==> src/rtl/squarewave_det_pkg.sv <==
`default_nettype none
//------------------------------------------------------------------------------
// Module   : squarewave_det_pkg
// Purpose  : Shared constants and FSM state encoding for the square-wave
//            pulse detector. The default pulse width and tolerance are shared
//            with the pulse generator so both ends agree on 1 ms at 100 MHz.
// Revision : 1.0 - initial release
//------------------------------------------------------------------------------
package squarewave_det_pkg;

    // Nominal pulse width in CLK cycles (1 ms at 100 MHz) and accept tolerance
    localparam int C_DEF_NOM_WIDTH   = 100000;
    localparam int C_DEF_TOL         = 1000;
    localparam int C_DEF_COUNT_WIDTH = 17;
    localparam int C_DEF_SYNC_STAGES = 2;

    // Width of the accepted-pulse counter
    localparam int C_OK_CNT_WIDTH    = 16;

    // Detector FSM state encoding
    localparam int C_STATE_W = 2;
    typedef logic [C_STATE_W-1:0] state_t;

    localparam state_t C_ST_ARM      = 2'd0;  // wait for input low after reset
    localparam state_t C_ST_IDLE     = 2'd1;  // armed, waiting for a rising edge
    localparam state_t C_ST_HIGH     = 2'd2;  // measuring high time
    localparam state_t C_ST_WAIT_LOW = 2'd3;  // over-long pulse reported, wait for fall

endpackage : squarewave_det_pkg
`default_nettype wire

==> src/rtl/squarewave_det_level_sync.sv <==
`default_nettype none
//------------------------------------------------------------------------------
// Module   : level_sync
// Purpose  : Multi-stage flop synchronizer for an asynchronous level input.
//            The chain resets to a programmable value so the downstream logic
//            sees a known, safe level while reset is asserted.
// Revision : 1.0 - initial release
//------------------------------------------------------------------------------
module level_sync #(
    parameter int   STAGES  = 2,
    parameter logic RST_VAL = 1'b1
) (
    input  logic CLK,
    input  logic RST,
    input  logic i_d,
    output logic o_q
);

    logic [STAGES-1:0] r_sync;

    // Shift the asynchronous input through the synchronizer chain
    always_ff @(posedge CLK) begin
        if (RST) begin
            r_sync <= {STAGES{RST_VAL}};
        end else begin
            r_sync <= {r_sync[STAGES-2:0], i_d};
        end
    end

    assign o_q = r_sync[STAGES-1];

endmodule : level_sync
`default_nettype wire

==> src/rtl/squarewave_det.sv <==
`default_nettype none
//------------------------------------------------------------------------------
// Module   : squarewave_det
// Purpose  : Receive-side square-wave pulse detector. Synchronizes an
//            asynchronous pulse input, measures its high time in CLK cycles
//            and classifies each pulse as OK / SHORT / LONG against a nominal
//            width and tolerance. Results are held until the next report.
// Revision : 1.0 - initial release
//------------------------------------------------------------------------------
module squarewave_det
    import squarewave_det_pkg::*;
#(
    parameter int COUNT_WIDTH = C_DEF_COUNT_WIDTH,
    parameter int NOM_WIDTH   = C_DEF_NOM_WIDTH,
    parameter int TOL         = C_DEF_TOL,
    parameter int SYNC_STAGES = C_DEF_SYNC_STAGES
) (
    input  logic                      CLK,
    input  logic                      RST,
    input  logic                      D,
    output logic                      RISE,
    output logic                      DONE,
    output logic [COUNT_WIDTH-1:0]    WIDTH,
    output logic                      OK,
    output logic                      SHORT,
    output logic                      LONG,
    output logic [C_OK_CNT_WIDTH-1:0] OK_CNT
);

    // Measurement limits expressed in counter width. The counter saturates at
    // C_LIMIT, so an over-long pulse is reported as one past the limit.
    localparam logic [COUNT_WIDTH-1:0] C_LIMIT  = COUNT_WIDTH'(NOM_WIDTH + TOL);
    localparam logic [COUNT_WIDTH-1:0] C_LONG_W = COUNT_WIDTH'(NOM_WIDTH + TOL + 1);
    localparam logic [COUNT_WIDTH-1:0] C_MIN_OK = COUNT_WIDTH'(NOM_WIDTH - TOL);
    localparam logic [COUNT_WIDTH-1:0] C_ONE    = COUNT_WIDTH'(1);

    // Synchronized input level
    logic w_s;

    // FSM state
    state_t r_state;
    state_t w_state_nxt;

    // Measurement counter
    logic [COUNT_WIDTH-1:0] r_cnt;
    logic [COUNT_WIDTH-1:0] w_cnt_nxt;

    // Per-cycle decisions from the output logic
    logic                   w_rise;
    logic                   w_report;
    logic [COUNT_WIDTH-1:0] w_rep_width;
    logic                   w_rep_long;
    logic                   w_rep_short;
    logic                   w_rep_ok;

    // Registered outputs
    logic                      r_rise;
    logic                      r_done;
    logic [COUNT_WIDTH-1:0]    r_width;
    logic                      r_ok;
    logic                      r_short;
    logic                      r_long;
    logic [C_OK_CNT_WIDTH-1:0] r_ok_cnt;

    //--------------------------------------------------------------------------
    // Input synchronizer; resets high so a pulse in progress at reset release
    // is never mistaken for a fresh rising edge.
    //--------------------------------------------------------------------------
    level_sync #(
        .STAGES  (SYNC_STAGES),
        .RST_VAL (1'b1)
    ) u_sync (
        .CLK (CLK),
        .RST (RST),
        .i_d (D),
        .o_q (w_s)
    );

    // FSM state register
    always_ff @(posedge CLK) begin
        if (RST) begin
            r_state <= C_ST_ARM;
        end else begin
            r_state <= w_state_nxt;
        end
    end

    // FSM next-state logic
    always_comb begin
        w_state_nxt = r_state;
        case (r_state)
            C_ST_ARM: begin
                if (!w_s) begin
                    w_state_nxt = C_ST_IDLE;
                end
            end
            C_ST_IDLE: begin
                if (w_s) begin
                    w_state_nxt = C_ST_HIGH;
                end
            end
            C_ST_HIGH: begin
                if (!w_s) begin
                    w_state_nxt = C_ST_IDLE;
                end else if (r_cnt == C_LIMIT) begin
                    w_state_nxt = C_ST_WAIT_LOW;
                end
            end
            C_ST_WAIT_LOW: begin
                if (!w_s) begin
                    w_state_nxt = C_ST_IDLE;
                end
            end
            default: begin
                w_state_nxt = C_ST_ARM;
            end
        endcase
    end

    // FSM output logic: rise strobe, counter update and report decision
    always_comb begin
        w_rise      = 1'b0;
        w_report    = 1'b0;
        w_rep_width = r_cnt;
        w_rep_long  = 1'b0;
        w_cnt_nxt   = r_cnt;
        case (r_state)
            C_ST_IDLE: begin
                if (w_s) begin
                    w_rise    = 1'b1;
                    w_cnt_nxt = C_ONE;
                end
            end
            C_ST_HIGH: begin
                if (!w_s) begin
                    // Pulse ended inside the measurable range
                    w_report    = 1'b1;
                    w_rep_width = r_cnt;
                end else if (r_cnt == C_LIMIT) begin
                    // Still high past the window: report LONG without waiting
                    w_report    = 1'b1;
                    w_rep_width = C_LONG_W;
                    w_rep_long  = 1'b1;
                end else begin
                    w_cnt_nxt = r_cnt + C_ONE;
                end
            end
            default: begin
                w_cnt_nxt = r_cnt;
            end
        endcase
    end

    // Classification of the width being reported this cycle
    always_comb begin
        w_rep_short = !w_rep_long && (w_rep_width < C_MIN_OK);
        w_rep_ok    = !w_rep_long && !w_rep_short;
    end

    // Counter, strobes and held result registers
    always_ff @(posedge CLK) begin
        if (RST) begin
            r_cnt    <= '0;
            r_rise   <= 1'b0;
            r_done   <= 1'b0;
            r_width  <= '0;
            r_ok     <= 1'b0;
            r_short  <= 1'b0;
            r_long   <= 1'b0;
            r_ok_cnt <= '0;
        end else begin
            r_cnt  <= w_cnt_nxt;
            r_rise <= w_rise;
            r_done <= w_report;
            if (w_report) begin
                r_width <= w_rep_width;
                r_ok    <= w_rep_ok;
                r_short <= w_rep_short;
                r_long  <= w_rep_long;
                if (w_rep_ok) begin
                    r_ok_cnt <= r_ok_cnt + 16'd1;
                end
            end
        end
    end

    assign RISE   = r_rise;
    assign DONE   = r_done;
    assign WIDTH  = r_width;
    assign OK     = r_ok;
    assign SHORT  = r_short;
    assign LONG   = r_long;
    assign OK_CNT = r_ok_cnt;

endmodule : squarewave_det
`default_nettype wire
==> config.mk <==
export PLATFORM = sky130hd
export DESIGN_NAME = squarewave_det
export DESIGN_NICKNAME = d
export VERILOG_FILES = /design/src/rtl/squarewave_det_pkg.sv /design/src/rtl/squarewave_det_level_sync.sv /design/src/rtl/squarewave_det.sv
export SDC_FILE = /design/constraint.sdc
export NUM_CORES = 1
export LEC_CHECK = 0
export CAP_MARGIN = 0
export CORE_ASPECT_RATIO = 2
export CORE_UTILIZATION = 57
export DETAILED_ROUTE_END_ITERATION = 6
export PLACE_DENSITY = 0.84
export SYNTH_ARGS = -nofsm -noshare
export SYNTH_HDL_FRONTEND = slang
export SYNTH_SLANG_ARGS = --single-unit
==> constraint.sdc <==
create_clock -name CLK -period 3.25 [get_ports CLK]
set_input_delay 0.975 -clock CLK [delete_from_list [all_inputs] [get_ports CLK]]
set_output_delay 0.975 -clock CLK [all_outputs]
set_load 0.03 [all_outputs]
# After elaboration in Yosys (flattened, before gate mapping)
# Cells that the tools add are included.
# word_totals
reg_bits,59
out_inout_bits,38
# classes
addsub,2
order_cmp,1
n_eq_ne,9
mux,18
n_bitwise,1
n_reduce_logical,11
# op_table
operator,count
$mux 17,6
$pmux 17 s2,1
$add 17x1->17 const B,1
$eq 17x17->1 const B,1
$lt 17x17->1 const B,1
$add 16x1->16 const B,1
$mux 2,4
$mux 1,6
$pmux 2 s3,1
$eq 2x2->1 const B,2
$ne 2x1->1 const B,2
$ne 2x2->1 const B,2
$reduce_and 4->1,1
$reduce_or 2->1,2
$ne 3x3->1 const B,1
$reduce_and 3->1,1
$eq 2x1->1 const B,1
$logic_and 1x1->1,2
$logic_not 1->1,2
$logic_not 2->1,1
$reduce_and 2->1,1
$reduce_bool 2->1,1
$not 1->1,1

# Depth between registers and ports, before layout
# Gate-level depths: netlist (run 1).
# logic_depth
word_depth,9
ltp_mapped,8
mapped_depth_nobuf,7

# Hierarchy
# From an unflattened synthesis (run 1), not the netlist that was laid out.
# unflattened
hier_cells,302
area_unflattened_um2,2780.2
# modules_own_cells
module,instances,cells_each,area_each_um2,seq_area_each_um2
squarewave_det,1,298,2727.6,1141.1
level_sync,1,4,52.6,40.0

# Worst setup path before layout (run 1)
# OpenSTA, ideal clock, no wires.
# synth_path
path_type,input to register
startpoint,in RST
endpoint,reg r_cnt[12]
setup_time_ps,128
arrival_ps,1799
t_required_ps,3122
path_slack_ps,1323
path_stages,4
n_path_buf,2
cell_sequence,clkbuf_1 o21bai_1 clkbuf_1 nor2_1
# synth_lines
item,line_no,source
from (decl),squarewave_det.sv:19,"input logic RST,"
to (signal assigned),squarewave_det.sv:172,r_cnt <= w_cnt_nxt;
to (decl),squarewave_det.sv:45,logic [COUNT_WIDTH-1:0] r_cnt;

# Worst setup path after layout (run 1)
# layout_path
startpoint,"reg r_ok_cnt[0], in the netlist OK_CNT[0]"
endpoint,out OK_CNT[0]
# layout_lines
item,line_no,source
from (decl),squarewave_det.sv:63,logic [C_OK_CNT_WIDTH-1:0] r_ok_cnt;
from (signal assigned),squarewave_det.sv:181,r_ok_cnt <= r_ok_cnt + 16'd1;
to (decl),squarewave_det.sv:27,output logic [C_OK_CNT_WIDTH-1:0] OK_CNT
# No word-level cell between the ends.

==> reports/metrics.csv, run 1 <==
stage,metric,value,unit
setup_path,WS Path Type,reg2out,
global_routing,remaining global-route overflow,0,
synth,Synth area leaders,"dfxtp_1 46%, nor2_1 7.2%, xor2_1 6.8%",
setup_path,crit path max fanout,7,
global_routing,initial antenna violation count,0,
setup_path,family with the most delay on the worst path,buffers and inverters,
setup_path,"Data arrival, critical path",1600,ps
pwr,Leak Pwr,0.00119,uW
synth,share of the synthesized area in the top cell type,0.456,
setup_path,CP Capture Type,output port,
synth,post-synthesis cell area,2590,sq um
setup_path,Reg-to-Reg End,OK_CNT[5]$_SDFFE_PP0P_,
detailed_routing,Residual DRC,0,
floorplanning,die height,97.3,um
timing,max-slew violations,0,
setup_path,R2R cell count,8,
detailed_routing,DR iter-0 viols,64,
synth,number of flops mapped to enable cells by yosys,0,
detailed_routing,Final ANT Viol Nets,0,
pwr,PD cells,588,nW/um^2
layout,area of the multi-input gates,1330,sq um
setup_path,R2R Setup Slk,850,ps
synth,Post-Synth XOR/XNOR Area,0.0744,
floorplanning,row count,34,
pwr,peak supply drop,0.592,mV
synth,mux share of post-synthesis cell area,0.00822,
detailed_routing,Via Count,2366,
hold_path,Hold EP,u_sync.r_sync[1]$_SDFF_PP1_,
detailed_routing,Initial DRT Pass Iterations,4,
synth,Post-Syn Nets,302,
synth,Yosys cell types,42,
timing,min cycle time layout,2580,ps
floorplanning,core area,4340,sq um
setup_path,RR Startpoint,r_state[0]$_SDFFE_PP0P_,
synth,largest family of logic cells by synthesized area,simple AND/OR/NAND/NOR gates,
global_routing,first-pass GRT wire length,10800,um
layout,Storage cell area,1180,sq um
status,status,completed,
synth,top_reg_cell synth,dfxtp_1,
floorplanning,die footprint,4830,sq um
synth,Synth Area per Inst,8.84,sq um
hold_path,Hold Path Class,reg2reg,
layout,final instance area,3300,sq um
layout,antenna cells,0,
timing,FMAX,388,MHz
clock_tree,H-tree levels,3,
setup_path,CP bufs+invs,1,
synth,"Seq/Total Area, Yosys",0.456,
placed_design,routability cong.,0.915,
placed_design,dpl cell area,3020,sq um
hold_path,WHS Path Cells,1,
timing,# setup viols final,0,
layout,Nets,343,
placed_design,IO buf count,40,
detailed_routing,vias per inst,6.02,
global_routing,vias in the first global route,2398,
setup_path,"slowest stage delay, CP",740,ps
clock_tree,cts repair resizes,0,
timing,RSZ-0062 raised after global routing,no,
global_routing,largest net degree at the start of global routing,46,
clock_tree,"Clk Latency, worst-skew pair",340,ps
layout,Fillers,342,
placed_design,dpl hpwl,4450,um
synth,Gate Count Post-Synth,293,
timing,setup tns final,0,ps
layout,share of cells above drive strength 1,0.0826,
synth,post-synthesis simple-gate area fraction,0.261,
setup_path,CP Data Required Time,2270,ps
synth,ys async rst share,0,
clock_tree,clock root buffer,clkbuf_8,
setup_path,Startpoint Class,register,
setup_path,worst-path cell chain,clkdlybuf4s50_1,
clock_tree,clock slew at reported path FFs,70,ps
clock_tree,Setup Buffers After CTS,0,
clock_tree,hold buffer count at CTS,0,
clock_tree,CTS buffer count,9,
synth,Compound-Gate Fraction of Synth Area,0.141,
synth,Seq cells post-synth,59,
setup_path,Crit-path slowest cell,clkdlybuf4s50_1,
layout,area delta synth->final,27.4,%
synth,Ys Warns,0,
clock_tree,Clock Path Buffers,2,
floorplanning,die width,49.7,um
synth,Synth area leader,dfxtp_1,
timing,Setup Skew,5.72,ps
timing,Least-Margin Pin Slew,1240,ps
timing,final hold vios,0,
run,Max Cap Viol,0,
synth,adder-cell share of the synthesized area,0.0290,
timing,Final Cycle Share,0.793,
clock_tree,clk sink count,59,
detailed_routing,Avg WL per Cell,16.7,um
floorplanning,Starting Density,0.597,
detailed_routing,Post-Route WL,6560,um
hold_path,min-delay src,u_sync.r_sync[0]$_SDFF_PP1_,
global_routing,GRT Overall Usage,0.294,
timing,Slew HR,0.170,
floorplanning,I/O pins,41,
clock_tree,CTS tree,yes,
[state kept, by name, summed over array words and instances, names as in the netlist]
signal and cells:
OK_CNT 16, r_cnt 17, LONG 1, RISE 1
u_sync.r_sync 2, WIDTH 17, r_state 2, OK 1
SHORT 1, DONE 1
[cell type report]
class                      instances  area share
multi-input combinational        215       0.403
inverter                           6     0.00683
clock buffer                      12      0.0470
sequential                        59       0.358
timing repair buffer              43       0.128
tap                               54      0.0205
clock inverter                     4      0.0364
[synthesized netlist by cell type (all sizes together) (3+ instances only)]
cell	count
a21oi	14
a22oi	11
and2	4
and3	6
and4	6
buf	5
clkbuf	8
dfxtp	59
ha	6
inv	6
nand2	21
nand3	14
nand4	5
nor2	50
nor3	8
nor4	4
o211ai	5
o21ai	11
o31ai	3
or3	3
or4	4
xor2	20
[worst max-delay path by stage]
stage                                         to                    from  slack, ps  cells past startpoint
after CTS                              OK_CNT[0]  OK_CNT[0]$_SDFFE_PP0P_        690                      1
after global placement    OK_CNT[8]$_SDFFE_PP0P_                     RST        910                      4
after detailed placement  OK_CNT[8]$_SDFFE_PP0P_                     RST        890                      4
after global routing                   OK_CNT[0]  OK_CNT[0]$_SDFFE_PP0P_        640                      1
after floorplan           r_cnt[12]$_SDFFE_PP0P_                     RST       1320                      4
final                                  OK_CNT[0]  OK_CNT[0]$_SDFFE_PP0P_        670                      1
[power by group]
part           internal [uW]  switching [uW]  total (uW)
sequential               751            25.6         776
combinational           86.6             159         245
clock                    629             290         919
total                   1470             474        1940
[cells in the final DEF, fill, tap and decap left out, types with 5 or more instances in the layout]
cell type / netlist / layout
nor2_1: 50 / 50
nand2_1: 21 / 21
a21oi_1: 14 / 14
clkbuf_8: 0 / 11
o211ai_1: 5 / 5
ha_1: 6 / 6
dfxtp_1: 59 / 59
xor2_1: 20 / 20
nor3_1: 8 / 8
clkdlybuf4s50_1: 0 / 40
inv_1: 6 / 6
o21ai_0: 8 / 8
and3_1: 6 / 6
nand3_1: 14 / 14
and4_1: 6 / 6
a22oi_1: 11 / 11
[cells by family (layout without fill, tap and decap cells)]
kind of cell             after synthesis  in the layout
AO/OA/AOI/OAI                         51             51
XOR/XNOR                              22             22
adder cells (fa/ha/maj)                6              6
buffers and inverters                 19             65
flip-flops                            59             59
multiplexers                           2              2
AND/OR/NAND/NOR                      134            134
[stage by stage]
step	hold slack (ps)	util	setup WS, ps	instances	total power, uW
2_1_floorplan	389	-	1320	293	965
3_3_place_gp	397	0.697	909	377	1020
3_5_place_dp	397	0.697	889	377	1030
4_1_cts	413	0.760	686	393	1940
5_1_grt	421	0.760	638	393	2000
6_report	411	0.760	673	393	1940
[per-layer routing]
metal | track usage | part of all wire
met1 | 0.290 | 0.37
met2 | 0.505 | 0.54
met3 | 0.0610 | 0.040
met4 | 0.240 | 0.054
met5 | 0 | 0
Power figures use the tool's default switching activity.
==> run 2, diff against run 1 <==
--- a/config.mk
+++ b/config.mk
@@ -7,9 +7,9 @@
 export LEC_CHECK = 0
 export CAP_MARGIN = 0
 export CORE_ASPECT_RATIO = 2
-export CORE_UTILIZATION = 57
+export CORE_UTILIZATION = 48
 export DETAILED_ROUTE_END_ITERATION = 6
-export PLACE_DENSITY = 0.84
+export PLACE_DENSITY = 0.75
 export SYNTH_ARGS = -nofsm -noshare
 export SYNTH_HDL_FRONTEND = slang
 export SYNTH_SLANG_ARGS = --single-unit
==> constraint.sdc (replaced) <==
create_clock -name CLK -period 2.35 [get_ports CLK]
set_input_delay 0.705 -clock CLK [delete_from_list [all_inputs] [get_ports CLK]]
set_output_delay 0.705 -clock CLK [all_outputs]
set_load 0.03 [all_outputs]
==> run 2 against run 1 <==
Against the previous run:
- register-to-register slack got worse by 540 ps
- non-clock buffer count increased by 9
- first-iteration DRC count increased by 6.3%
- wire length decreased by 0.61%
- critical path depth unchanged
- critical path type unchanged
- largest cell class unchanged
- highest routed layer unchanged
==> reports/metrics.csv, run 2 (synthesis gave the netlist of run 1 again) <==
stage,metric,value,unit,change
timing,Slew HR,0.543,,was 0.170
detailed_routing,Via Count,2323,,was 2366
placed_design,dpl cells,390,,was 377
layout,Storage cell area,1180,sq um,unchanged
global_routing,vias in the first global route,2260,,was 2398
floorplanning,core area,5180,sq um,was 4340 sq um
floorplanning,row count,37,,was 34
clock_tree,"Clk Latency, worst-skew pair",340,ps,about the same
floorplanning,I/O pins,41,,unchanged
timing,RSZ-0062 raised after global routing,no,,unchanged
detailed_routing,DR iter-0 viols,68,,was 64
floorplanning,die height,106,um,was 97.3 um
placed_design,routability cong.,0.915,,about the same
setup_path,crit path max fanout,6,,was 7
layout,Non-Filler Instances,406,,was 393
pwr,Leak Pwr,0.00121,uW,was 0.00119 uW
setup_path,CP Capture Type,output port,,unchanged
layout,"commonest non-fill, non-tap cell in the layout",dfxtp_1,,unchanged
timing,post-route setup slack,191,ps,was 673 ps
timing,Least-Margin Pin Slew,679,ps,was 1240 ps
placed_design,dpl cell area,3100,sq um,was 3020 sq um
timing,FMAX,463,MHz,
pwr,peak supply drop,0.695,mV,was 0.592 mV
timing,max-slew violations,0,,unchanged
detailed_routing,Residual DRC,0,,unchanged
layout,area of the multi-input gates,1340,sq um,was 1330 sq um
global_routing,GRT Overall Usage,0.263,,was 0.294
pwr,PD cells,722,nW/um^2,was 588 nW/um^2
clock_tree,clock slew at reported path FFs,60,ps,was 70 ps
setup_path,R2R cell count,7,,was 8
timing,Setup Skew,7.33,ps,was 5.72 ps
detailed_routing,Post-Route WL,6520,um,was 6560 um
global_routing,initial antenna violation count,0,,unchanged
setup_path,Crit-path slowest cell,clkdlybuf4s50_1,,unchanged
hold_path,WHS Path Cells,1,,unchanged
clock_tree,Clock Path Buffers,2,,unchanged
clock_tree,CTS buffer count,9,,unchanged
timing,final hold vios,0,,unchanged
setup_path,Startpoint Class,register,,unchanged
timing,Final Cycle Share,0.919,,
timing,setup tns final,0,ps,unchanged
layout,share of cells above drive strength 1,0.103,,was 0.0826
global_routing,remaining global-route overflow,0,,unchanged
setup_path,CP Data Required Time,1640,ps,was 2270 ps
floorplanning,Starting Density,0.499,,was 0.597
setup_path,"slowest stage delay, CP",700,ps,was 740 ps
layout,Fillers,465,,was 342
run,Max Cap Viol,0,,unchanged
setup_path,WS Path Type,reg2out,,unchanged
clock_tree,clock root buffer,clkbuf_8,,unchanged
floorplanning,die width,53.9,um,was 49.7 um
clock_tree,CTS tree,yes,,unchanged
placed_design,dpl hpwl,4880,um,was 4450 um
timing,min cycle time layout,2160,ps,
placed_design,IO buf count,40,,unchanged
floorplanning,die footprint,5710,sq um,was 4830 sq um
detailed_routing,vias per inst,5.72,,was 6.02
hold_path,Hold Path Class,reg2reg,,unchanged
setup_path,family with the most delay on the worst path,buffers and inverters,,unchanged
setup_path,critical path depth,1,,unchanged
status,status,completed,,unchanged
detailed_routing,Initial DRT Pass Iterations,4,,unchanged
setup_path,CP bufs+invs,1,,unchanged
global_routing,first-pass GRT wire length,10700,um,was 10800 um
setup_path,worst-path cell chain,clkdlybuf4s50_1,,unchanged
layout,final instance area,3310,sq um,was 3300 sq um
clock_tree,clk sink count,59,,unchanged
detailed_routing,Final ANT Viol Nets,0,,unchanged
placed_design,Place WS,147,ps,was 889 ps
layout,Nets,352,,was 343
detailed_routing,Avg WL per Cell,16.1,um,was 16.7 um
layout,area delta synth->final,27.8,%,was 27.4%
timing,# setup viols final,0,,unchanged
layout,antenna cells,0,,unchanged
setup_path,"Data arrival, critical path",1450,ps,was 1600 ps
clock_tree,H-tree levels,3,,unchanged
layout,"commonest non-fill, non-tap cells in the layout","59 x dfxtp_1, 50 x nor2_1, 40 x clkdlybuf4s50_1",,unchanged
global_routing,largest net degree at the start of global routing,16,,was 46
-- run 2: cell types whose count changed in the layout (fill, tap and decap cells not counted) --
cell,delta
bufinv_16,-3
clkbuf_1,+2
clkbuf_8,+1
nor4_2,+1
buf_4,+9
nor4_1,-1
-- run 2: final timing paths --
check                                                  from  slack (ps)                           to
worst max-delay path                 OK_CNT[2]$_SDFFE_PP0P_         190                    OK_CNT[2]
worst min-delay path            u_sync.r_sync[0]$_SDFF_PP1_         410  u_sync.r_sync[1]$_SDFF_PP1_
worst max register to register      r_state[0]$_SDFFE_PP0P_         310       r_cnt[11]$_SDFFE_PP0P_
worst min register to register  u_sync.r_sync[0]$_SDFF_PP1_         410  u_sync.r_sync[1]$_SDFF_PP1_
-- run 2: area by class of cell --
cell class / instances / area share
Clock inverter: 1 / 0.00908
Inverter: 6 / 0.00681
Sequential cell: 59 / 0.357
Clock buffer: 15 / 0.0533
Tap cell: 58 / 0.0219
Timing Repair Buffer: 52 / 0.148
Multi-Input combinational cell: 215 / 0.404
-- run 2: layer usage --
layer	up-vias	global-route usage	wire (um)
met5	-	0	0
met4	0	0.130	163
met3	12	0.0649	194
met2	53	0.477	3810
met1	1127	0.254	2360
li1	1131	-	-
-- run 2: through the flow --
step           hold slack, ps   util  power, uW
2_1_floorplan             389      -       1330
3_3_place_gp              392  0.597       1440
3_5_place_dp              398  0.597       1460
4_1_cts                   413  0.637       2410
5_1_grt                   426  0.638       2500
6_report                  412  0.638       2390
-- run 2: report_power, final --
| group | switching (uW) | internal [uW] |
|---|---|---|
| combinational | 227 | 136 |
| clock | 373 | 578 |
| sequential | 35.4 | 1040 |
| total | 635 | 1750 |
-- run 2: worst register-to-register path: cells and delay by family (launching register included) --
kind,cells,cell delay (ps)
buf+inv,1,70
fa+ha+maj,1,240
xor+xnor,1,190
flops,1,340
simple gates,3,810
compound gates,1,290
-- run 2: what timing repair did --
item / in CTS / in global routing
gates resized for setup: 0 / 1
endpoints found under the hold margin: 0 / 0
endpoints found under the setup margin: 0 / 1
buffers inserted: 0 / 0
hold buffers: 0 / 0
==> run 3, diff against run 2 <==
--- a/config.mk
+++ b/config.mk
@@ -7,9 +7,10 @@
 export LEC_CHECK = 0
 export CAP_MARGIN = 0
 export CORE_ASPECT_RATIO = 2
-export CORE_UTILIZATION = 48
+export CORE_UTILIZATION = 53
 export DETAILED_ROUTE_END_ITERATION = 6
-export PLACE_DENSITY = 0.75
+export PLACE_DENSITY = 0.79
+export SKIP_CTS_REPAIR_TIMING = 1
 export SYNTH_ARGS = -nofsm -noshare
 export SYNTH_HDL_FRONTEND = slang
 export SYNTH_SLANG_ARGS = --single-unit
==> constraint.sdc (replaced) <==
create_clock -name CLK -period 2.18 [get_ports CLK]
set_input_delay 0.654 -clock CLK [delete_from_list [all_inputs] [get_ports CLK]]
set_output_delay 0.654 -clock CLK [all_outputs]
set_load 0.03 [all_outputs]
==> run 3 against run 2 <==
Against the previous run:
- setup slack got worse by 140 ps
- critical path type unchanged
- total power grew 6.2%
- cell count grew 0.74%
- hold slack improved by 3.3 ps
- clock-buffer cell count shrank 4
- first-iteration DRC count shrank 15%
- non-clock buffer count grew 6
- combinational power rose by 10%
- via count decreased by 0.26%
- design area up 0.91%
- critical endpoint unchanged
- sequential power increased by 8%
- utilization increased by 8.1 points
==> reports/metrics.csv, run 3 (synthesis gave the netlist of run 1 again) <==
stage,metric,value,unit,change
layout,share of cells above drive strength 1,0.121,,was 0.103
detailed_routing,Via Count,2317,,was 2323
floorplanning,Starting Density,0.558,,was 0.499
global_routing,met2 Usage GRT,0.500,,was 0.477
clock_tree,"Clk Latency, worst-skew pair",340,ps,about the same
setup_path,CP bufs+invs,1,,unchanged
global_routing,vias in the first global route,2348,,was 2260
clock_tree,CTS buffer count,9,,unchanged
floorplanning,die footprint,5180,sq um,was 5710 sq um
layout,Storage cell area,1180,sq um,unchanged
layout,"commonest non-fill, non-tap cells in the layout","59 x dfxtp_1, 50 x nor2_1, 40 x clkdlybuf4s50_1",,unchanged
timing,Hold Slack,415,ps,was 412 ps
clock_tree,Clock Path Buffers,2,,unchanged
floorplanning,row count,35,,was 37
layout,Nets,358,,was 352
clock_tree,clock slew at reported path FFs,70,ps,was 60 ps
layout,area delta synth->final,29.0,%,was 27.8%
setup_path,Crit-path slowest cell,clkdlybuf4s50_1,,unchanged
timing,setup tns final,0,ps,unchanged
setup_path,worst-path cell chain,clkdlybuf4s50_1,,unchanged
setup_path,Worst Setup SP,OK_CNT[2]$_SDFFE_PP0P_,,unchanged
setup_path,CP Data Required Time,1530,ps,was 1640 ps
floorplanning,I/O pins,41,,unchanged
pwr,power share of the clock group,0.387,,was 0.398
layout,Fillers,380,,was 465
detailed_routing,Initial DRT Pass Iterations,4,,unchanged
detailed_routing,Avg WL per Cell,16.0,um,was 16.1 um
setup_path,"slowest stage delay, CP",710,ps,was 700 ps
detailed_routing,Residual DRC,0,,unchanged
timing,Slew HR,0.582,,was 0.543
clock_tree,clock root buffer,clkbuf_8,,unchanged
setup_path,Startpoint Class,register,,unchanged
clock_tree,clk sink count,59,,unchanged
global_routing,initial antenna violation count,0,,unchanged
layout,"commonest non-fill, non-tap cell in the layout",dfxtp_1,,unchanged
timing,# setup viols final,0,,unchanged
placed_design,IO buf count,40,,unchanged
timing,Setup Skew,5.63,ps,was 7.33 ps
global_routing,remaining global-route overflow,0,,unchanged
floorplanning,core area,4640,sq um,was 5180 sq um
setup_path,WS Path Type,reg2out,,unchanged
pwr,switch share,0.277,,was 0.266
placed_design,dpl hpwl,4790,um,was 4880 um
global_routing,largest net degree at the start of global routing,20,,was 16
detailed_routing,Post-Route WL,6550,um,was 6520 um
pwr,Leak Pwr,0.00123,uW,was 0.00121 uW
global_routing,first-pass GRT wire length,10600,um,was 10700 um
pwr,part of the power in registers,0.455,,was 0.450
setup_path,CP Capture Type,output port,,unchanged
pwr,PD cells,760,nW/um^2,was 722 nW/um^2
global_routing,M1 GR Usage,0.272,,was 0.254
hold_path,min-delay src,u_sync.r_sync[0]$_SDFF_PP1_,,unchanged
pwr,Pwr Total,2540,uW,was 2390 uW
floorplanning,die width,51.4,um,was 53.9 um
timing,max-slew violations,0,,unchanged
timing,Least-Margin Pin Slew,627,ps,was 679 ps
pwr,Internal,1830,uW,was 1750 uW
global_routing,GRT Overall Usage,0.277,,was 0.263
timing,min cycle time layout,2130,ps,
global_routing,Top Usage Layer GRT,met2,,unchanged
layout,area of the multi-input gates,1340,sq um,about the same
setup_path,crit path max fanout,6,,unchanged
pwr,Psw,703,uW,was 635 uW
clock_tree,H-tree levels,3,,unchanged
setup_path,RR Startpoint,r_cnt[0]$_SDFFE_PP0P_,,was r_state[0]$_SDFFE_PP0P_
setup_path,"Data arrival, critical path",1470,ps,was 1450 ps
placed_design,routability cong.,0.923,,was 0.915
pwr,combinational power share,0.158,,was 0.152
pwr,peak supply drop,0.640,mV,was 0.695 mV
timing,final hold vios,0,,unchanged
detailed_routing,DR iter-0 viols,58,,was 68
timing,Final Cycle Share,0.976,,
timing,FMAX,470,MHz,
detailed_routing,vias per inst,5.67,,was 5.72
clock_tree,CTS tree,yes,,unchanged
layout,antenna cells,0,,unchanged
setup_path,family with the most delay on the worst path,buffers and inverters,,unchanged
run,Max Cap Viol,0,,unchanged
detailed_routing,Final ANT Viol Nets,0,,unchanged
hold_path,Hold Path Class,reg2reg,,unchanged
global_routing,met3 Usage GRT,0.0603,,was 0.0649
status,status,completed,,unchanged
floorplanning,die height,101,um,was 106 um
==> run 3: changes by cell type in the layout (fill, tap and decap cells not counted), sizes merged <==
cell / change
buf: +6
clkbuf: -4
clkinv: +3
clkinvlp: +1
==> run 3: path summary, 6_finish.rpt <==
path / to / slack [ps] / depth (start not counted)
setup / recovery: OK_CNT[2] / 50 / 1
setup reg to reg: WIDTH[0]$_SDFFE_PP0P_ / 150 / 8
hold reg to reg: u_sync.r_sync[1]$_SDFF_PP1_ / 420 / 1
hold / removal: u_sync.r_sync[1]$_SDFF_PP1_ / 420 / 1
==> run 3: cell type report <==
cell class / instances / area share
Clock buffer: 11 / 0.0424
Clock inverter: 5 / 0.0157
Inverter: 6 / 0.00675
Multi-Input combinational cell: 215 / 0.400
Sequential cell: 59 / 0.354
Tap cell: 55 / 0.0206
Timing Repair Buffer: 58 / 0.160
==> run 3: power by group through the flow <==
stage | clock (uW) | combinational [uW] | sequential [uW]
6_report | 981 | 400 | 1160
2_1_floorplan | 0 | 250 | 1190
3_3_place_gp | 0 | 383 | 1170
3_5_place_dp | 0 | 394 | 1180
4_1_cts | 990 | 397 | 1150
5_1_grt | 1030 | 449 | 1160
==> run 3: per-layer routing <==
layer / part of all wire / routed length, um / vias up
li1: - / - / 1145
met3: 0.030 / 194 / 19
met2: 0.56 / 3670 / 46
met5: 0 / 0 / -
met4: 0.038 / 248 / 0
met1: 0.37 / 2440 / 1107
==> run 3: metrics by stage <==
stage,std cells,area (sq um),worst slack (ps),utilization
CTS,407,3320,-19.9,0.714
global route,409,3340,-17.1,0.719
global placement,391,3120,101,0.673
floorplan,293,2590,433,-
detailed placement,391,3120,2.59,0.673
finish,409,3340,51.9,0.719
==> edit 1, RTL diff (flow settings as in run 1) <==
Make the reset (`RST`) asynchronous in 3 clocked blocks. Comments in the files are not updated.
--- a/src/rtl/squarewave_det_level_sync.sv
+++ b/src/rtl/squarewave_det_level_sync.sv
@@ -19,7 +19,7 @@
     logic [STAGES-1:0] r_sync;
 
     // Shift the asynchronous input through the synchronizer chain
-    always_ff @(posedge CLK) begin
+    always_ff @(posedge CLK or posedge RST) begin
         if (RST) begin
             r_sync <= {STAGES{RST_VAL}};
         end else begin
--- a/src/rtl/squarewave_det.sv
+++ b/src/rtl/squarewave_det.sv
@@ -77,7 +77,7 @@
     );
 
     // FSM state register
-    always_ff @(posedge CLK) begin
+    always_ff @(posedge CLK or posedge RST) begin
         if (RST) begin
             r_state <= C_ST_ARM;
         end else begin
@@ -158,7 +158,7 @@
     end
 
     // Counter, strobes and held result registers
-    always_ff @(posedge CLK) begin
+    always_ff @(posedge CLK or posedge RST) begin
         if (RST) begin
             r_cnt    <= '0;
             r_rise   <= 1'b0;
Formal check against the unedited RTL: differs if RST is asserted again (counterexample within 10 cycles, from zero or initial values and one cycle with RST high); with RST held inactive, the same outputs for 10 cycles.
==> edit 1 against run 1 <==
First-iteration DRC count is 13% lower. Clock skew is 0.0033 ns higher. Final area is 0.23% higher. Setup slack better by 0.031 ns. Maximum frequency is 1.2% higher. Wire length is 9.1% lower. Sequential cell count stayed put. Sequential share of layout area is 8.9 points higher. Synthesized area is 3.7% higher. Final cell count is 12% lower. Critical endpoint is now WIDTH[16].
Power is not compared: it rests on default switching activity, and its combinational part moved more than twofold at a synthesized area within 25%.
==> edit 1: results (changes against run 1) <==
| Metric | Value |
|---|---|
| Run status | completed (unchanged) |
| Dpl hpwl | 4315 µm (was 4447 µm) |
| Post-DP Area | 3137 µm² (was 3023 µm²) |
| Fraction of layout cells with a size suffix above 1 | 8.966% (was 8.260%) |
| Mapped Cells | 243 (was 293) |
| Synth async-reset ratio | 100.0% (was 0%) |
| Yosys cell types | 43 (was 42) |
| Slowest Stage Delay on Critical Path | 0.62 ns (was 0.74 ns) |
| Final nets | 294 (was 343) |
| Total number of vias | 2043 (was 2366) |
| GP Congestion | 0.9182 (was 0.9149) |
| Post-Syn Nets | 252 (was 302) |
| Seq/Total Area, Yosys | 55.10% (was 45.63%) |
| Commonest cells in the netlist | 57 x dfrtp_1, 19 x xnor2_1, 17 x nand2_1, 17 x nand4_1, 16 x nor2_1 (was 59 x dfxtp_1, 50 x nor2_1, 21 x nand2_1) |
| CP Depth | 6 (was 1) |
| Final setup fails | 0 (unchanged) |
| Cells after DPL | 329 (was 377) |
| Internal reg-to-reg setup slack | 0.70 ns (was 0.85 ns) |
| Worst path top cell family by delay | simple AND/OR/NAND/NOR gates (was buffers and inverters) |
| Worst relative slew slack | 49.25% (was 17.01%) |
| CTS Buf Count | 9 (unchanged) |
| First-pass GRT wire length | 10020 µm (was 10790 µm) |
| Hold Path Depth | 0 (was 1) |
| FILL cells | 350 (was 342) |
| Max Clock Skew | 0.009019 ns (was 0.005721 ns) |
| Area contributors post-synth | dfrtp_1 53%, xnor2_1 6.2%, nand4_1 4.0% (was dfxtp_1 46%, nor2_1 7.2%, xor2_1 6.8%) |
| Finished Layout Cells | 345 (was 393) |
| Initial drt markers | 56 (was 64) |
| Detailed Route WL | 5967 µm (was 6562 µm) |
| CP max-delay cell | or4b_1 (was clkdlybuf4s50_1) |
| Largest net degree at the start of global routing | 32 (was 46) |
## edit 1: cell types whose count changed in the layout (fill, tap and decap cells not counted), moves of 5 or more
cell	delta
and4_1	-6
a22o_1	+10
a21oi_1	-8
xor2_1	-13
nand3_1	-11
nand4_1	+13
dfxtp_1	-59
nor2_1	-34
a22oi_1	-9
dfrtp_1	+57
o211ai_1	-5
xnor2_1	+17
## edit 1: final timing paths
check | startpoint | end
min in group asynchronous | RST | OK_CNT[15]
max in group asynchronous | RST | WIDTH[16]
min | u_sync.r_sync[0] | u_sync.r_sync[1]
min reg2reg | u_sync.r_sync[0] | u_sync.r_sync[1]
max | r_cnt[4] | WIDTH[16]
max reg2reg | r_cnt[4] | WIDTH[16]
## edit 1: cell type report
type                            instances  area, µm²  area share [%]
Clock buffer                            9      123.9           3.747
Clock inverter                          7      45.04           1.363
Inverter                                9      33.78           1.022
Multi-Input combinational cell        164       1127           34.10
Sequential cell                        59       1479           44.74
Tap cell                               55      68.82           2.082
Timing Repair Buffer                   42      427.9           12.94
## edit 1: kinds of logic after synthesis
logic type,synth area share (%)
compound gates,11.33
xor+xnor,8.485
fa+ha+maj,2.797
buf+inv,2.890
flops,55.10
mux,1.212
simple gates,18.18
## edit 1: worst register-to-register path: stages (launching register included)
cell      delay, ns
dfrtp_1        0.43
or4b_1         0.62
nor4_4         0.44
nand2b_1       0.19
nand2_2        0.19
inv_2          0.23
mux2_1         0.33
## edit 1: through the flow
| step | hold slack (ns) | setup slack [ns] | util [%] | power, mW |
|---|---|---|---|---|
| 5_1_grt | 0.3594 | 0.5544 | 72.58 | 2.093 |
| 3_5_place_dp | 0.3488 | 0.7033 | 68.87 | 1.434 |
| 4_1_cts | 0.3586 | 0.6967 | 72.58 | 2.004 |
| 3_3_place_gp | 0.3473 | 0.7864 | 68.87 | 1.424 |
| 6_report | 0.3566 | 0.7045 | 72.58 | 1.982 |
| 2_1_floorplan | 0.3452 | 0.8220 | - | 1.251 |
## edit 1: power by group
part           leakage, nW  total, mW  switching (mW)  internal [mW]
clock network       0.0770      0.563           0.292          0.271
registers            0.787      0.901          0.0836          0.817
logic                0.602      0.519           0.301          0.217
## edit 1: per-layer routing
metal,up-vias,part of all wire (%),global-route usage [%],routed length [µm]
li1,952,-,-,-
met1,1014,37,30.72,2226
met2,63,56,46.36,3336
met3,14,3.3,8.025,198
met4,0,3.5,16.24,206
met5,-,0,0,0
==> edit 2, RTL diff (settings of run 1) <==
Without the edit above. Change the package constant `C_DEF_SYNC_STAGES` from 2 to 4.
--- a/src/rtl/squarewave_det_pkg.sv
+++ b/src/rtl/squarewave_det_pkg.sv
@@ -12,7 +12,7 @@
     localparam int C_DEF_NOM_WIDTH   = 100000;
     localparam int C_DEF_TOL         = 1000;
     localparam int C_DEF_COUNT_WIDTH = 17;
-    localparam int C_DEF_SYNC_STAGES = 2;
+    localparam int C_DEF_SYNC_STAGES = 4;
 
     // Width of the accepted-pulse counter
     localparam int C_OK_CNT_WIDTH    = 16;
Check against the original RTL: not equivalent (Yosys sat finds a counterexample within 10 cycles, from zero or initial values and one cycle with RST high).
==> edit 2 against run 1 <==
Wire length is 0.21% lower. Final area grew 5.1%. Highest routed layer unchanged. Synthesized area up 11%. Maximum frequency fell by 0.40%. Register-to-register slack worse by 0.05 ns. Setup slack worse by 0.010 ns. Sequential cell count grew 2. Total power decreased by 10%. Non-clock buffer count stayed put.
==> edit 2: results (changes against run 1) <==
| Metric | Value |
|---|---|
| Yosys cell types | 51 (was 42) |
| Vias in the first global route | 2334 (was 2398) |
| Worst hold slack | 0.4089 ns (was 0.4114 ns) |
| Pre-CTS setup slack | 0.7141 ns (was 0.8890 ns) |
| WHS Endpoint | u_sync.r_sync[2] (was u_sync.r_sync[1]) |
| Max Clock Skew | 0.008767 ns (was 0.005721 ns) |
| Area contributors post-synth | dfxtp_1 43%, a21oi_1 3.5%, nor2_1 3.4% (was dfxtp_1 46%, nor2_1 7.2%, xor2_1 6.8%) |
| First-pass GRT wire length | 10450 µm (was 10790 µm) |
| Crit-path max FO | 10 (was 7) |
| Post-CTS resize count | 0 (unchanged) |
| Largest net degree at the start of global routing | 48 (was 46) |
| First-pass detailed-route iteration total | 6 (was 4) |
| Commonest cells in the netlist | 61 x dfxtp_1, 26 x nor2_1, 20 x a21oi_1 (was 59 x dfxtp_1, 50 x nor2_1, 21 x nand2_1) |
| Pleak | 1.210 nW (was 1.194 nW) |
| Met1 wire length | 2571 µm (was 2409 µm) |
| R2R depth | 6 (was 8) |
| Met3 wire len | 246 µm (was 263 µm) |
| Final nets | 354 (was 343) |
| R2r endpoint | OK_CNT[11] (was OK_CNT[5]) |
| Hold Path Depth | 1 (unchanged) |
| Worst relative slew slack | 41.92% (was 17.01%) |
| Finished Layout Cells | 405 (was 393) |
| Seq/Total Area, Yosys | 42.64% (was 45.63%) |
| Maximum VDD drop | 0.4167 mV (was 0.5923 mV) |
| GP Congestion | 0.8824 (was 0.9149) |
| Initial drt markers | 68 (was 64) |
| Post-Syn Nets | 321 (was 302) |
| Internal reg-to-reg setup slack | 0.80 ns (was 0.85 ns) |
| Dpl hpwl | 4541 µm (was 4447 µm) |
| Vias per Instance | 6.138 (was 6.020) |
| Mapped Cells | 312 (was 293) |
| Clk_lat worst skew | 0.34 ns (about the same) |
| Met2 routed WL | 3450 µm (was 3537 µm) |
| Cells after DPL | 391 (was 377) |
| FILL cells | 365 (was 342) |
| Run status | completed (unchanged) |
| Hold Path Origin | u_sync.r_sync[1] (was u_sync.r_sync[0]) |
| WL/cell | 16.17 µm (was 16.70 µm) |
| Fraction of layout cells with a size suffix above 1 | 11.21% (was 8.260%) |
| CTS Buf Count | 9 (unchanged) |
[edit 2: per-layer routing]
metal | vias to the layer above | global-route usage (%)
met1 | 1176 | 26.88
met2 | 77 | 47.04
met4 | 0 | 20.58
met3 | 20 | 6.250
li1 | 1213 | -
met5 | - | 0
[edit 2: worst max path at each step]
stage | from | slack, ns | to
final | OK_CNT[2] | 0.66 | OK_CNT[2]
after global routing | OK_CNT[2] | 0.62 | OK_CNT[2]
after global placement | RST | 0.76 | WIDTH[1]
after CTS | OK_CNT[2] | 0.65 | OK_CNT[2]
after detailed placement | RST | 0.71 | WIDTH[1]
after floorplan | r_cnt[13] | 1.18 | r_state[0]
[edit 2: kinds of logic after synthesis]
| family | Yosys count | share of synthesized area (%) |
|---|---|---|
| and+or+nand+nor | 135 | 27.09 |
| AOI/OAI and AO/OA | 66 | 18.00 |
| DFF | 61 | 42.64 |
| buffers and inverters | 28 | 4.063 |
| xor gates and xnor gates | 8 | 2.446 |
| muxes | 8 | 3.146 |
| adders and majority gates | 6 | 2.621 |
[edit 2: area by class of cell]
cell class              instances  area share (%)
well taps                      57           2.057
clock inverters                 1          0.8661
clock buffers                  13           4.872
flip-flops and latches         61           35.22
inverters                       7          0.7578
repair buffers                 43           12.20
multi-input cells             223           44.03
[edit 2: worst reg2reg max path, cell delays in order (launching register included)]
cell and delay [ns]:
dfxtp_1 0.34, inv_1 0.08, ha_1 0.60, and4b_1 0.44, nand2_1 0.18, nor4_1 0.33
mux2_2 0.37
[edit 2: through the flow]
stage	total power, mW	utilization (%)	area [µm²]
finish	1.740	71.27	3467
global route	1.820	71.27	3467
CTS	1.751	71.27	3467
detailed placement	1.070	67.18	3268
global placement	1.060	67.18	3268
floorplan	1.012	-	2864
[edit 2: power breakdown]
| part | leakage [nW] | total, mW | internal (mW) | switching [mW] |
|---|---|---|---|---|
| registers | 0.493 | 0.795 | 0.773 | 0.0228 |
| logic | 0.615 | 0.264 | 0.105 | 0.159 |
| clock network | 0.102 | 0.681 | 0.409 | 0.272 |
